`config.mk`:
```
export PLATFORM = sky130hd
export DESIGN_NAME = control_sequencer
export DESIGN_NICKNAME = d
export VERILOG_FILES = /design/src/rtl/control_sequencer.sv
export SDC_FILE = /design/constraint.sdc
export NUM_CORES = 1
export LEC_CHECK = 0
export CORE_MARGIN = 2
export CORE_UTILIZATION = 37
export DETAILED_ROUTE_END_ITERATION = 8
export PLACE_DENSITY = 0.75
export SETUP_SLACK_MARGIN = 0.05
export SLEW_MARGIN = 20
export SYNTH_ARGS = -nofsm -noshare
export SYNTH_HDL_FRONTEND = slang
export SYNTH_SLANG_ARGS = --single-unit
export TNS_END_PERCENT = 1
```
`constraint.sdc`:
```
create_clock -name clk -period 1.41 [get_ports clk]
set_input_delay 0.141 -clock clk [delete_from_list [all_inputs] [get_ports clk]]
set_output_delay 0.141 -clock clk [all_outputs]
set_load 0.05 [all_outputs]
```
`src/rtl/control_sequencer.sv`:
```
// SAP-1 control unit: one-hot T1..T6 ring, combinational strobe decode, ALU flag register.
// Strobes are valid in the same cycle as their T state; en=0 or halted freezes the ring with all strobes low.
module control_sequencer #(
  parameter int                OPW    = 4,
  parameter logic [OPW-1:0]    OP_LDA = 4'h0,
  parameter logic [OPW-1:0]    OP_ADD = 4'h1,
  parameter logic [OPW-1:0]    OP_SUB = 4'h2,
  parameter logic [OPW-1:0]    OP_JMP = 4'h3,
  parameter logic [OPW-1:0]    OP_JC  = 4'h4,
  parameter logic [OPW-1:0]    OP_JZ  = 4'h5,
  parameter logic [OPW-1:0]    OP_OUT = 4'hE,
  parameter logic [OPW-1:0]    OP_HLT = 4'hF
) (
  input  logic           clk,
  input  logic           rst_n,
  input  logic           en,
  input  logic [OPW-1:0] opcode,
  input  logic           alu_carry,
  input  logic           alu_zero,
  output logic           pc_out,
  output logic           pc_inc,
  output logic           pc_load,
  output logic           mar_load,
  output logic           ram_out,
  output logic           ir_load,
  output logic           ir_out,
  output logic           a_load,
  output logic           a_out,
  output logic           b_load,
  output logic           out_load,
  output logic           alu_sum,
  output logic           alu_sub,
  output logic           alu_out,
  output logic [5:0]     t_state,
  output logic           flag_c,
  output logic           flag_z,
  output logic           halted
);

  typedef enum logic [5:0] {
    T1 = 6'b000001,
    T2 = 6'b000010,
    T3 = 6'b000100,
    T4 = 6'b001000,
    T5 = 6'b010000,
    T6 = 6'b100000
  } tstate_e;

  typedef struct packed {
    logic pc_out;
    logic pc_inc;
    logic pc_load;
    logic mar_load;
    logic ram_out;
    logic ir_load;
    logic ir_out;
    logic a_load;
    logic a_out;
    logic b_load;
    logic out_load;
    logic alu_sum;
    logic alu_sub;
    logic alu_out;
  } ctrl_t;

  tstate_e state_q, state_d;
  logic    halted_d, flag_c_d, flag_z_d;
  ctrl_t   ctrl;
  logic    is_alu_op, jump_taken;

  assign is_alu_op  = (opcode == OP_ADD) || (opcode == OP_SUB);
  assign jump_taken = (opcode == OP_JMP) ||
                      ((opcode == OP_JC) && flag_c) ||
                      ((opcode == OP_JZ) && flag_z);

  always_ff @(posedge clk or negedge rst_n) begin
    if (!rst_n) begin
      state_q <= T1;
      halted  <= 1'b0;
      flag_c  <= 1'b0;
      flag_z  <= 1'b0;
    end else begin
      state_q <= state_d;
      halted  <= halted_d;
      flag_c  <= flag_c_d;
      flag_z  <= flag_z_d;
    end
  end

  always_comb begin
    state_d  = state_q;
    halted_d = halted;
    flag_c_d = flag_c;
    flag_z_d = flag_z;
    ctrl     = '0;
    if (en && !halted) begin
      case (state_q)
        T1: begin
          ctrl.pc_out   = 1'b1;
          ctrl.mar_load = 1'b1;
          state_d       = T2;
        end
        T2: begin
          ctrl.pc_inc = 1'b1;
          state_d     = T3;
        end
        T3: begin
          ctrl.ram_out = 1'b1;
          ctrl.ir_load = 1'b1;
          state_d      = T4;
        end
        T4: begin
          state_d = T5;
          if ((opcode == OP_LDA) || is_alu_op) begin
            ctrl.ir_out   = 1'b1;
            ctrl.mar_load = 1'b1;
          end else if (jump_taken) begin
            ctrl.ir_out  = 1'b1;
            ctrl.pc_load = 1'b1;
          end else if (opcode == OP_OUT) begin
            ctrl.a_out    = 1'b1;
            ctrl.out_load = 1'b1;
          end else if (opcode == OP_HLT) begin
            // Park in T4 for good; only reset brings the ring back.
            halted_d = 1'b1;
            state_d  = T4;
          end
        end
        T5: begin
          state_d = T6;
          if (opcode == OP_LDA) begin
            ctrl.ram_out = 1'b1;
            ctrl.a_load  = 1'b1;
          end else if (is_alu_op) begin
            ctrl.ram_out = 1'b1;
            ctrl.b_load  = 1'b1;
          end
        end
        T6: begin
          state_d = T1;
          if (is_alu_op) begin
            ctrl.alu_out = 1'b1;
            ctrl.a_load  = 1'b1;
            ctrl.alu_sum = (opcode == OP_ADD);
            ctrl.alu_sub = (opcode == OP_SUB);
            // Flags capture on the same edge that writes the ALU result into A.
            flag_c_d     = alu_carry;
            flag_z_d     = alu_zero;
          end
        end
        default: state_d = T1;
      endcase
    end
  end

  // Reset is asynchronous, so the strobes are gated by it directly rather than waiting for a clock.
  assign pc_out   = ctrl.pc_out   & rst_n;
  assign pc_inc   = ctrl.pc_inc   & rst_n;
  assign pc_load  = ctrl.pc_load  & rst_n;
  assign mar_load = ctrl.mar_load & rst_n;
  assign ram_out  = ctrl.ram_out  & rst_n;
  assign ir_load  = ctrl.ir_load  & rst_n;
  assign ir_out   = ctrl.ir_out   & rst_n;
  assign a_load   = ctrl.a_load   & rst_n;
  assign a_out    = ctrl.a_out    & rst_n;
  assign b_load   = ctrl.b_load   & rst_n;
  assign out_load = ctrl.out_load & rst_n;
  assign alu_sum  = ctrl.alu_sum  & rst_n;
  assign alu_sub  = ctrl.alu_sub  & rst_n;
  assign alu_out  = ctrl.alu_out  & rst_n;
  assign t_state  = state_q;

endmodule

```
==> flow_summary.ini <==
[hold_path]
hp-class = in -> async

[timing]
setup_slack_ps = -541
slew-limit-headroom = 0.744
fmax_ghz = 0.512
finalMaxSlewViolations = 0
whs_ps = 317
rsz0062_at_grt = true
hold_viol = 0
setup_viol = 18
fin_crit_ps = 1950
worstMarginPinSlew_ps = 381
clock-skew-final_ps = 5.58
finalCritPeriodShare = 1.38

[floorplanning]
start_util = 0.381
dieArea_sq_um = 2350
die_w_um = 48.5
rows = 16
ios = 32
design.core.area_sq_um = 1920
die_height_um = 48.5

[setup_path]
worst_setup_path_end_kind = primary output
path_cells = nor3_1, nand4_1, o32ai_2, buf_12
worstSetupPathType = reg -> out
reg2reg_from = t_state[5]
crit_path_start = t_state[1]
path_max_fanout = 4
cp_slowest_stage_delay_ps = 520
cp_slowest_cell = dfrtp_4
arrival_ps = 1810
required_ps = 1270
worstSetupStartpointType = flip-flop

[finish]
diodes = 0
finalNonFillerCells = 166
areaGrowthSynthToFinish_pct = 122
drive_gt1_frac = 0.626
design_area_sq_um = 1630
fin_nets = 149

[global_route]
antenna_found_initial = 0
grt_max_degree = 11
grt_overflow = 0
grt_first_pass_wirelength_um = 4800
grt_pass1_vias = 932
gr-usage-all-layers = 0.266

[logic_synthesis]
synth_area_leaders = dfrtp_1 27%, nor4_4 5.8%, nand2_1 5.1%, mux2_2 4.6%, a2111oi_2 4.1%
synthCells = 78
synth_area_per_cell_sq_um = 9.38
async_reset_ff_frac = 1.00
synth_top_area_cell = dfrtp_1
synth_area_sq_um = 732
synth_seq_area_share = 0.309
netlist_top_cells_count = 10 x nand2_1, 8 x dfrtp_1, 7 x nor2_1
synth.distinct_cells = 36
ys_warn_count = 0
syn_nets = 87
synth_top_cell_area_share = 0.274
synth-edff-count = 0
synth_ff_type = dfrtp_1
synth_most_common_cell = nand2_1
synth-seq-cells = 9

[power_and_ir_drop]
power_density_nw_per_um2 = 1530
leakagePower_nw = 0.707
ir_drop_v = 0.00156

[cts]
cts_buffer_depth = 2
clk_pin_slew_ps = 60
cts_tree = built
cts.root.buffer_cell = clkbuf_4
clock-sinks = 9
cts.htree.levels = 1
cts_buffers = 3
clk_latency_ps = 260

[place]
dp_cells = 162
port_buffers = 31
dpl_cell_area_sq_um = 1560
globalplace.congestion = 0.833
place.detailed.hpwl_um = 2350

[detailed_routing]
vias = 901
routed_wl_um = 2910
drtPass1Iterations = 4
ant_nets = 0
drc = 0
dr.first_iter.drc_count = 31
via_per_inst = 5.43
routedWlPerCell_um = 17.5

[run_status]
violations = setup timing
status = finished with violations

[job]
cap_violations = 0
layout by cell type, fill, tap and decap left out, types with 2 or more instances in the layout:
cell type / Yosys / layout
a2111oi_4: 0 / 2
buf_12: 0 / 21
buf_4: 1 / 31
clkbuf_4: 0 / 3
clkdlybuf4s50_1: 0 / 6
dfrtp_1: 8 / 2
dfrtp_2: 0 / 5
dlymetal6s2s_1: 0 / 2
inv_1: 3 / 3
mux2_2: 3 / 3
nand2_1: 10 / 9
nand2b_1: 3 / 3
nand3_1: 3 / 3
nand3b_1: 3 / 3
nand4_1: 2 / 2
nor2_1: 7 / 3
nor2_2: 0 / 4
nor2b_2: 0 / 3
nor3b_2: 1 / 2
nor4_4: 2 / 4
xor2_1: 2 / 2
logic make-up (layout without fill, tap and decap cells):
family / Yosys count / count (layout) / share of synthesized area
AOI/OAI and AO/OA: 12 / 12 / 0.138
DFF: 9 / 9 / 0.309
muxes: 3 / 3 / 0.0462
buffers and inverters: 6 / 67 / 0.0393
and+or+nand+nor: 46 / 46 / 0.443
xor gates and xnor gates: 2 / 2 / 0.0239
power breakdown:
| part | switching (mW) | total (mW) | internal, mW |
|---|---|---|---|
| clock network | 0.0853 | 0.194 | 0.109 |
| logic | 0.895 | 1.76 | 0.864 |
| registers | 0.176 | 0.543 | 0.367 |
| total | 1.16 | 2.50 | 1.34 |
area by class of cell:
cell class | count | area (sq um)
multi-input combinational | 63 | 581
clock buffer | 4 | 26.3
fill | 107 | 295
inverter | 3 | 11.3
sequential | 9 | 236
tap | 27 | 33.8
timing repair buffer | 60 | 738
timing repair:
item / CTS / global route
endpoints found under the setup margin: 20 / 21
buffers inserted: 0 / 0
resized for setup: 9 / 3
hold buffers: 0 / 0
pin swaps: 4 / 2
critical path, delay by kind of cell (launching register included):
family	cells	cell delay, ps
buffers and inverters	1	190
DFF	1	520
and+or+nand+nor	2	480
AOI/OAI and AO/OA	1	360
state kept, by name, summed over array words and instances, names as in the netlist:
name / flops
flag_c: 1
t_state: 6
flag_z: 1
halted: 1
path summary, 6_finish.rpt:
path                       slack, ps         end  cells after the start
max                             -540      a_load                      4
max reg2reg                      -20  t_state[3]                      4
min                              320  t_state[1]                      3
max in group asynchronous        880  t_state[0]                      3
min in group clk                 500      flag_z                      2
min reg2reg                      550      flag_z                      1
per-stage QoR:
step | setup TNS [ps] | setup slack (ps) | util | power, mW
2_1_floorplan | -7470 | -656 | - | 1.35
3_3_place_gp | -4310 | -327 | 0.812 | 2.15
3_5_place_dp | -5000 | -411 | 0.812 | 2.22
4_1_cts | -5980 | -543 | 0.844 | 2.49
5_1_grt | -7600 | -648 | 0.846 | 2.60
6_report | -5960 | -541 | 0.846 | 2.50
layer usage:
metal | GRT usage | wire, um | up-vias
li1 | - | - | 415
met1 | 0.331 | 1150 | 437
met2 | 0.477 | 1560 | 44
met3 | 0.0401 | 157 | 5
met4 | 0.0762 | 38 | 0
met5 | 0 | 0 | -
Power figures use the tool's default switching activity.
